[src/rtl/fifo_wr_arbiter.sv]
`default_nettype none
// ============================================================================
// Module   : fifo_wr_arbiter
// Purpose  : Round-robin arbiter sharing one FIFO write port among NUM_REQ
//            valid/ready requesters, with bounded bursts and debug counters.
// Revision : 1.0 - initial release
// ============================================================================
module fifo_wr_arbiter #(
    parameter int NUM_REQ   = 4,
    parameter int WIDTH     = 8,
    parameter int MAX_BURST = 4,
    parameter int CNT_WIDTH = 16,
    parameter int ID_W      = $clog2(NUM_REQ)
) (
    input  logic                         clk,
    input  logic                         rst,
    input  logic [NUM_REQ-1:0]           req_valid,
    input  logic [NUM_REQ-1:0]           req_last,
    input  logic [NUM_REQ*WIDTH-1:0]     req_data,
    output logic [NUM_REQ-1:0]           req_ready,
    input  logic                         fifo_full,
    output logic                         fifo_w_en,
    output logic [WIDTH-1:0]             fifo_data,
    output logic                         grant_valid,
    output logic [ID_W-1:0]              grant_id,
    output logic [NUM_REQ*CNT_WIDTH-1:0] beat_cnt
);

    localparam int                 c_BC_W      = $clog2(MAX_BURST + 1);
    localparam logic [0:0]         c_IDLE      = 1'b0;
    localparam logic [0:0]         c_GRANT     = 1'b1;
    localparam logic [ID_W-1:0]    c_LAST_ID   = ID_W'(NUM_REQ - 1);
    localparam logic [c_BC_W-1:0]  c_BURST_END = c_BC_W'(MAX_BURST - 1);

    logic [0:0]         r_state,      w_state_nxt;
    logic [ID_W-1:0]    r_rr_ptr,     w_rr_ptr_nxt;
    logic [ID_W-1:0]    r_grant_id,   w_grant_id_nxt;
    logic [c_BC_W-1:0]  r_burst_ctr,  w_burst_ctr_nxt;
    logic [CNT_WIDTH-1:0] r_beat_cnt [NUM_REQ];

    logic            w_any;
    logic [ID_W-1:0] w_sel;
    logic            w_g_valid;
    logic            w_g_last;
    logic            w_acc;

    // Walk downward so the smallest offset from rr_ptr is the last to win.
    always_comb begin
        w_any = 1'b0;
        w_sel = r_rr_ptr;
        for (int k = NUM_REQ - 1; k >= 0; k--) begin
            if (req_valid[ID_W'((int'(r_rr_ptr) + k) % NUM_REQ)]) begin
                w_any = 1'b1;
                w_sel = ID_W'((int'(r_rr_ptr) + k) % NUM_REQ);
            end
        end
    end

    always_comb begin
        w_g_valid = 1'b0;
        w_g_last  = 1'b0;
        fifo_data = '0;
        for (int i = 0; i < NUM_REQ; i++) begin
            if (r_grant_id == ID_W'(i)) begin
                w_g_valid = req_valid[i];
                w_g_last  = req_last[i];
                fifo_data = req_data[i*WIDTH +: WIDTH];
            end
        end
    end

    always_comb begin
        w_state_nxt     = r_state;
        w_rr_ptr_nxt    = r_rr_ptr;
        w_grant_id_nxt  = r_grant_id;
        w_burst_ctr_nxt = r_burst_ctr;
        w_acc           = 1'b0;
        req_ready       = '0;
        fifo_w_en       = 1'b0;
        grant_valid     = 1'b0;
        case (r_state)
            c_IDLE: begin
                if (w_any) begin
                    w_state_nxt     = c_GRANT;
                    w_grant_id_nxt  = w_sel;
                    w_burst_ctr_nxt = '0;
                end
            end
            c_GRANT: begin
                grant_valid = 1'b1;
                w_acc       = w_g_valid & ~fifo_full;
                fifo_w_en   = w_acc;
                for (int i = 0; i < NUM_REQ; i++) begin
                    req_ready[i] = (r_grant_id == ID_W'(i)) & ~fifo_full;
                end
                if (w_acc) begin
                    w_burst_ctr_nxt = r_burst_ctr + c_BC_W'(1);
                end
                // A stalled beat (full with valid high) never releases.
                if ((w_acc && (w_g_last || r_burst_ctr == c_BURST_END)) || !w_g_valid) begin
                    w_state_nxt  = c_IDLE;
                    w_rr_ptr_nxt = (r_grant_id == c_LAST_ID) ? '0 : r_grant_id + ID_W'(1);
                end
            end
            default: w_state_nxt = c_IDLE;
        endcase
    end

    always_ff @(posedge clk or posedge rst) begin
        if (rst) begin
            r_state     <= c_IDLE;
            r_rr_ptr    <= '0;
            r_grant_id  <= '0;
            r_burst_ctr <= '0;
        end else begin
            r_state     <= w_state_nxt;
            r_rr_ptr    <= w_rr_ptr_nxt;
            r_grant_id  <= w_grant_id_nxt;
            r_burst_ctr <= w_burst_ctr_nxt;
        end
    end

    assign grant_id = r_grant_id;

    generate
        for (genvar i = 0; i < NUM_REQ; i++) begin : g_cnt
            always_ff @(posedge clk or posedge rst) begin
                if (rst) begin
                    r_beat_cnt[i] <= '0;
                end else if (w_acc && r_grant_id == ID_W'(i) && r_beat_cnt[i] != '1) begin
                    r_beat_cnt[i] <= r_beat_cnt[i] + CNT_WIDTH'(1);
                end
            end
            assign beat_cnt[i*CNT_WIDTH +: CNT_WIDTH] = r_beat_cnt[i];
        end
    endgenerate

endmodule
`default_nettype wire

[config.mk]
export PLATFORM = sky130hd
export DESIGN_NAME = fifo_wr_arbiter
export DESIGN_NICKNAME = d
export VERILOG_FILES = /design/src/rtl/fifo_wr_arbiter.sv
export SDC_FILE = /design/constraint.sdc
export NUM_CORES = 1
export LEC_CHECK = 0
export BUFFER_PORTS_ARGS = -buffer_cell sky130_fd_sc_hd__buf_4
export CORE_ASPECT_RATIO = 1.25
export CORE_MARGIN = 10
export CORE_UTILIZATION = 40
export DETAILED_ROUTE_END_ITERATION = 16
export GPL_TIMING_DRIVEN = 0
export PLACE_DENSITY = 0.61
export SETUP_SLACK_MARGIN = 0.2
export SLEW_MARGIN = 25
export SYNTH_ARGS = -nofsm -noshare
export SYNTH_HDL_FRONTEND = slang
export SYNTH_SLANG_ARGS = --single-unit
[constraint.sdc]
create_clock -name clk -period 3.22 [get_ports clk]
set_clock_uncertainty 0.15 [all_clocks]
set_input_delay 0.322 -clock clk [delete_from_list [all_inputs] [get_ports clk]]
set_output_delay 0.322 -clock clk [all_outputs]
set_load 0.03 [all_outputs]
==> out/results.ini, run 1 <==
[global_routing]
grt_pass1_vias = 3912
antenna_found_initial = 0
grtUsageMet1 = 0.183
gr-total-overflow = 0
grt_pass1_wl_um = 19800
gr-usage-all-layers = 0.156
gr-usage-met2 = 0.270
grt_max_degree = 52
use_met3 = 0.0324
gr-max-usage-layer = met2

[place]
dp.cells = 674
place_area_um2 = 5340
hpwl_um = 9220
port-buffer-count = 122
gp_congestion = 0.826

[final_layout]
mostFrequentLayoutCell = buf_4
ff_latch_area_um2 = 1800
layout.nets = 610
most-common-layout-cells = buf_4, dfrtp_1, nand2_1
antenna_cells = 0
multi_input_area_um2 = 2330
fillers = 976
drive_above_1_share = 0.311
final_cells = 689
area_growth_syn_to_layout_pct = 32.8
stdcell_area_um2 = 5620

[setup_path]
crit_type = reg2out
endpoint_kind = primary output
reg2regPathDepth = 7
rr_startpoint = grant_id[0]
worstPathRequired_ns = 2.75
critPathLaunchType = flip-flop
crit-reg2reg-capture = beat_cnt[15]
arrival_ns = 2.32
reg2reg_slack_ns = 0.76
cp_max_fo = 10

[logic_synthesis]
syn_area_um2 = 4230
synth_cells = 422
synth_edf_count = 0
yosysWarnings = 0
synthArstFlopShare = 1.00
seq_area_frac_synth = 0.426
synth_seq_cells = 72
postSynthAreaPerCell_um2 = 10.0
ys_types = 56
yosys_most_used_dff = dfrtp_1
synth_fp_nets = 475

[hold_path]
min_from = req_valid[3]
hp-class = in2reg
holdPathStages = 3
hold_path_end = grant_id[0]

[floorplan]
io_pins = 123
coreArea_um2 = 10200
fp-row-count = 41
initial_utilization = 0.414
die_h_um = 135
die_w_um = 112
die_area_um2 = 15100

[drt]
drtIter0Drc = 187
wirelength_um = 12100
viasPerCell = 5.48
drc = 0
wire_per_inst_um = 17.6
vias = 3777
ant_nets = 0
dr.pass1.iters = 4

[flow_run]
maxCapViolations = 0

[timing]
min_period_over_period = 0.868
rsz0062_at_grt = no
whs_ns = 0.197
fin_crit_ns = 2.80
hold_violations = 0
relSlewSlack = 0.549
tightest_slew_ns = 0.670
finalSetupViolations = 0
max_freq_ghz = 0.358
drv_slew = 0

[clocking]
cts_buffers = 9
cts_setup_buffers = 0
clkTransAtPathRegs_ns = 0.05
clock_path_buffers = 2
htree_num_levels = 3
clock_sinks = 72
clk_latency_ns = 0.33
cts_root_buf = clkbuf_16
cts_tree = built

[pwr]
ir_drop_mv = 0.383
power.total_w = 0.00370
powerDensity_nw_per_um2 = 658
p_leak_nw = 2.70

[run_status]
status = finished, final reports clean

routing by layer:
metal	wire length, um	share of wire	up-vias
met4	123	0.010	0
met1	5110	0.42	1857
met2	6360	0.52	72
met3	520	0.043	8
li1	-	-	1840
met5	0	0	-
timing repair:
item,CTS,global route
endpoints found under the hold margin,21,0
hold buffers,1,0
resized for setup,0,4
setup endpoints to repair,0,6
cell usage after synthesis (2+ instances only):
master	number	area [um^2]
inv_1	13	48.8
a221oi_1	7	61.3
and2_1	6	37.5
a21oi_1	13	65.1
o21ai_0	2	10.0
clkbuf_1	4	15.0
nor2_1	25	93.8
and4bb_2	3	37.5
nand2_1	37	139
and3_1	5	31.3
nor2b_1	8	50.1
nor3_2	3	30.0
and4b_1	3	30.0
mux2_2	9	101
o41ai_1	4	35.0
o31ai_1	11	82.6
nor3_1	15	75.1
nor4b_1	2	17.5
xnor2_1	13	114
ha_1	10	125
nor4_1	9	56.3
nand3b_1	5	37.5
and4_1	8	70.1
a2111oi_0	2	17.5
nand3_1	28	140
dfrtp_1	72	1800
a211oi_1	5	37.5
mux2_1	2	22.5
xor2_1	36	315
a31oi_1	4	25.0
nand4_1	22	138
mux2i_1	5	50.1
nor4_2	3	37.5
buf_2	4	20.0
nor3b_1	3	22.5
power by group:
part	total [W]	switching (W)	internal [W]
combinational	0.00164	0.00102	0.000620
sequential	0.00116	0.000151	0.00101
clock	0.000890	0.000357	0.000533
critical path, cell delays in order, from the launching register on:
cell	delay [ns]
dfrtp_1	0.46
inv_1	0.12
ha_1	0.32
nand3b_1	0.18
a211o_1	0.32
buf_6	0.17
nor2_2	0.21
buf_4	0.22
worst max-delay path by stage:
stage,start,end,slack [ns],depth (start not counted)
2_1_floorplan,grant_id[1],fifo_data[0],0.45,6
3_3_place_gp,rst,beat_cnt[12],-0.12,2
3_5_place_dp,grant_id[0],fifo_w_en,0.65,7
4_1_cts,grant_id[0],fifo_w_en,0.27,7
5_1_grt,grant_id[0],fifo_data[1],0.29,6
6_report,grant_id[0],fifo_w_en,0.42,7
metrics by stage:
stage / TNS, ns / util / worst slack, ns
after global routing: 0 / 0.550 / 0.286
after floorplan: 0 / - / 0.451
after detailed placement: 0 / 0.523 / 0.652
after global placement: -7.95 / 0.520 / -0.115
after CTS: 0 / 0.549 / 0.271
final: 0 / 0.550 / 0.425
logic make-up after synthesis:
group / count (synthesis) / synth area share
AND/OR/NAND/NOR: 195 / 0.272
adder cells (fa/ha/maj): 10 / 0.0296
buffers and inverters: 24 / 0.0251
flip-flops: 72 / 0.426
XOR/XNOR: 49 / 0.101
AO/OA/AOI/OAI: 56 / 0.105
multiplexers: 16 / 0.0411
state kept, by name (all words and copies together) (netlist names):
register     flops
beat_cnt        64
r_burst_ctr      3
grant_id         2
r_rr_ptr         2
r_state          1
layout make-up:
| cell class | instances | area share |
|---|---|---|
| inverters | 14 | 0.00980 |
| plain buffers | 10 | 0.00980 |
| well taps | 129 | 0.0287 |
| clock buffers | 13 | 0.0446 |
| repair buffers | 124 | 0.170 |
| clock inverters | 1 | 0.000891 |
| multi-input cells | 326 | 0.416 |
| flip-flops and latches | 72 | 0.321 |
Power figures use the tool's default switching activity.
==> run 2, diff against run 1 <==
--- a/config.mk
+++ b/config.mk
@@ -10,8 +10,8 @@
 export CORE_MARGIN = 10
 export CORE_UTILIZATION = 40
 export DETAILED_ROUTE_END_ITERATION = 16
-export GPL_TIMING_DRIVEN = 0
-export PLACE_DENSITY = 0.61
+export GPL_ROUTABILITY_DRIVEN = 0
+export PLACE_DENSITY = 0.64
 export SETUP_SLACK_MARGIN = 0.2
 export SLEW_MARGIN = 25
 export SYNTH_ARGS = -nofsm -noshare
==> run 2 against run 1 <==
The run now ends with hold timing left. Via count decreased by 1.8%. Cell count decreased by 0.73%. Count of clock-buffer cells in the layout decreased by 4. Clock power increased by 17%. Critical path type unchanged. Largest cell class unchanged.
==> out/results.ini, run 2 (same netlist as run 1, synthesis figures left out) <==
[run_status]
status = finished with violations  ; was finished, final reports clean
violations = hold timing

[place]
post-place-ws_ns = 0.481  ; was 0.652 ns
hpwl_um = 9010  ; was 9220 um
port-buffer-count = 122  ; unchanged

[floorplan]
die_area_um2 = 15100  ; unchanged
initial_utilization = 0.414  ; unchanged
coreArea_um2 = 10200  ; unchanged
die_w_um = 112  ; unchanged
fp-row-count = 41  ; unchanged
die_h_um = 135  ; unchanged
io_pins = 123  ; unchanged

[setup_path]
cp_max_fo = 10  ; unchanged
reg2reg_slack_ns = 0.64  ; was 0.76 ns
arrival_ns = 2.35  ; was 2.32 ns
critPathLaunchType = flip-flop  ; unchanged
reg2regPathDepth = 6  ; was 7
worstPathRequired_ns = 2.75  ; about the same
endpoint_kind = primary output  ; unchanged
rr_startpoint = grant_id[0]  ; unchanged
crit-reg2reg-capture = beat_cnt[1]  ; was beat_cnt[15]
crit_type = reg2out  ; unchanged

[clocking]
ctsHoldBuffers = 0  ; was 1
cts_tree = built  ; unchanged
clkTransAtPathRegs_ns = 0.06  ; was 0.05 ns
htree_num_levels = 3  ; unchanged
clk_latency_ns = 0.33  ; about the same
clock_path_buffers = 2  ; unchanged
cts_setup_buffers = 0  ; unchanged
cts_resized = 1  ; was 0
cts_buffers = 9  ; unchanged
cts_root_buf = clkbuf_16  ; unchanged
clock_sinks = 72  ; unchanged

[drt]
vias = 3709  ; was 3777
drtIter0Drc = 144  ; was 187
wire_per_inst_um = 16.9  ; was 17.6 um
viasPerCell = 5.42  ; was 5.48
wirelength_um = 11600  ; was 12100 um
dr.pass1.iters = 4  ; unchanged
drc = 0  ; unchanged
ant_nets = 0  ; unchanged

[final_layout]
most-common-layout-cells = buf_4, dfrtp_1, nand2_1  ; unchanged
drive_above_1_share = 0.315  ; was 0.311
area_growth_syn_to_layout_pct = 33.0  ; was 32.8%
fillers = 942  ; was 976
ff_latch_area_um2 = 1800  ; unchanged
largest_reg_flops = 64  ; unchanged
layout.nets = 604  ; was 610
multi_input_area_um2 = 2330  ; about the same
mostFrequentLayoutCell = buf_4  ; unchanged
antenna_cells = 0  ; unchanged
utilization = 0.551  ; was 0.550

[timing]
tightest_slew_ns = 0.751  ; was 0.670 ns
whs_ns = -0.0211  ; was 0.197 ns
finalSetupViolations = 0  ; unchanged
relSlewSlack = 0.498  ; was 0.549
rsz0062_at_grt = no  ; unchanged
max_freq_ghz = 0.354  ; was 0.358 GHz
min_period_over_period = 0.876  ; was 0.868
fin_tns_setup_ns = 0  ; unchanged
drv_slew = 0  ; unchanged
worst_slack_ns = 0.398  ; was 0.425 ns
hold_violations = 26  ; was 0
fin_crit_ns = 2.82  ; was 2.80 ns

[global_routing]
antenna_found_initial = 0  ; unchanged
gr-usage-all-layers = 0.149  ; was 0.156
gr-total-overflow = 0  ; unchanged
grt_pass1_vias = 3796  ; was 3912
grt_max_degree = 39  ; was 52
grt_pass1_wl_um = 19000  ; was 19800 um

[flow_run]
maxCapViolations = 0  ; unchanged

[pwr]
power.total_w = 0.00379  ; was 0.00370 W
p_leak_nw = 2.69  ; was 2.70 nW
powerDensity_nw_per_um2 = 674  ; was 658 nW/um^2
ir_drop_mv = 0.422  ; was 0.383 mV

[hold_path]
hp-class = in2async  ; was in2reg

## run 2: how the worst max path moves through the flow
| stage | end | slack (ns) | startpoint | cells after the start |
|---|---|---|---|---|
| finish | fifo_w_en | 0.40 | grant_id[0] | 5 |
| floorplan | fifo_data[0] | 0.45 | grant_id[1] | 6 |
| CTS | fifo_w_en | 0.24 | grant_id[0] | 6 |
| global route | fifo_w_en | 0.24 | grant_id[1] | 6 |
| detailed placement | beat_cnt[15] | 0.48 | grant_id[1] | 7 |
| global placement | beat_cnt[15] | 0.57 | grant_id[1] | 7 |
## run 2: final cells by class
class | instances | share of cell area
clock buffers | 9 | 0.0400
clock inverters | 6 | 0.0151
inverters | 14 | 0.00934
multi-input cells | 326 | 0.413
flip-flops and latches | 72 | 0.320
well taps | 129 | 0.0287
repair buffers | 128 | 0.173
## run 2: per-stage QoR
stage,instance area [um^2],hold slack (ns),cells
detailed placement,5310,0.340,669
finish,5630,-0.0211,684
floorplan,4230,0.305,422
global placement,5310,0.325,669
CTS,5620,0.0102,684
global route,5630,0.0463,684
## run 2: layer usage
layer / global-route usage / vias to the layer above / wire [um]
met5: 0 / - / 0
met4: 0.0586 / 0 / 256
met3: 0.0324 / 19 / 515
met2: 0.258 / 82 / 6030
met1: 0.175 / 1782 / 4770
li1: - / 1826 / -
## run 2: report_power, final
part | internal (W) | switching (W)
sequential | 0.00101 | 0.000167
clock | 0.000670 | 0.000371
combinational | 0.000598 | 0.000971
total | 0.00228 | 0.00151
## run 2: critical path, cell delays in order (launching register included)
cell      delay [ns]
dfrtp_1         0.43
ha_1            0.45
a211oi_2        0.13
a211o_1         0.43
nor2_1          0.33
buf_4           0.24
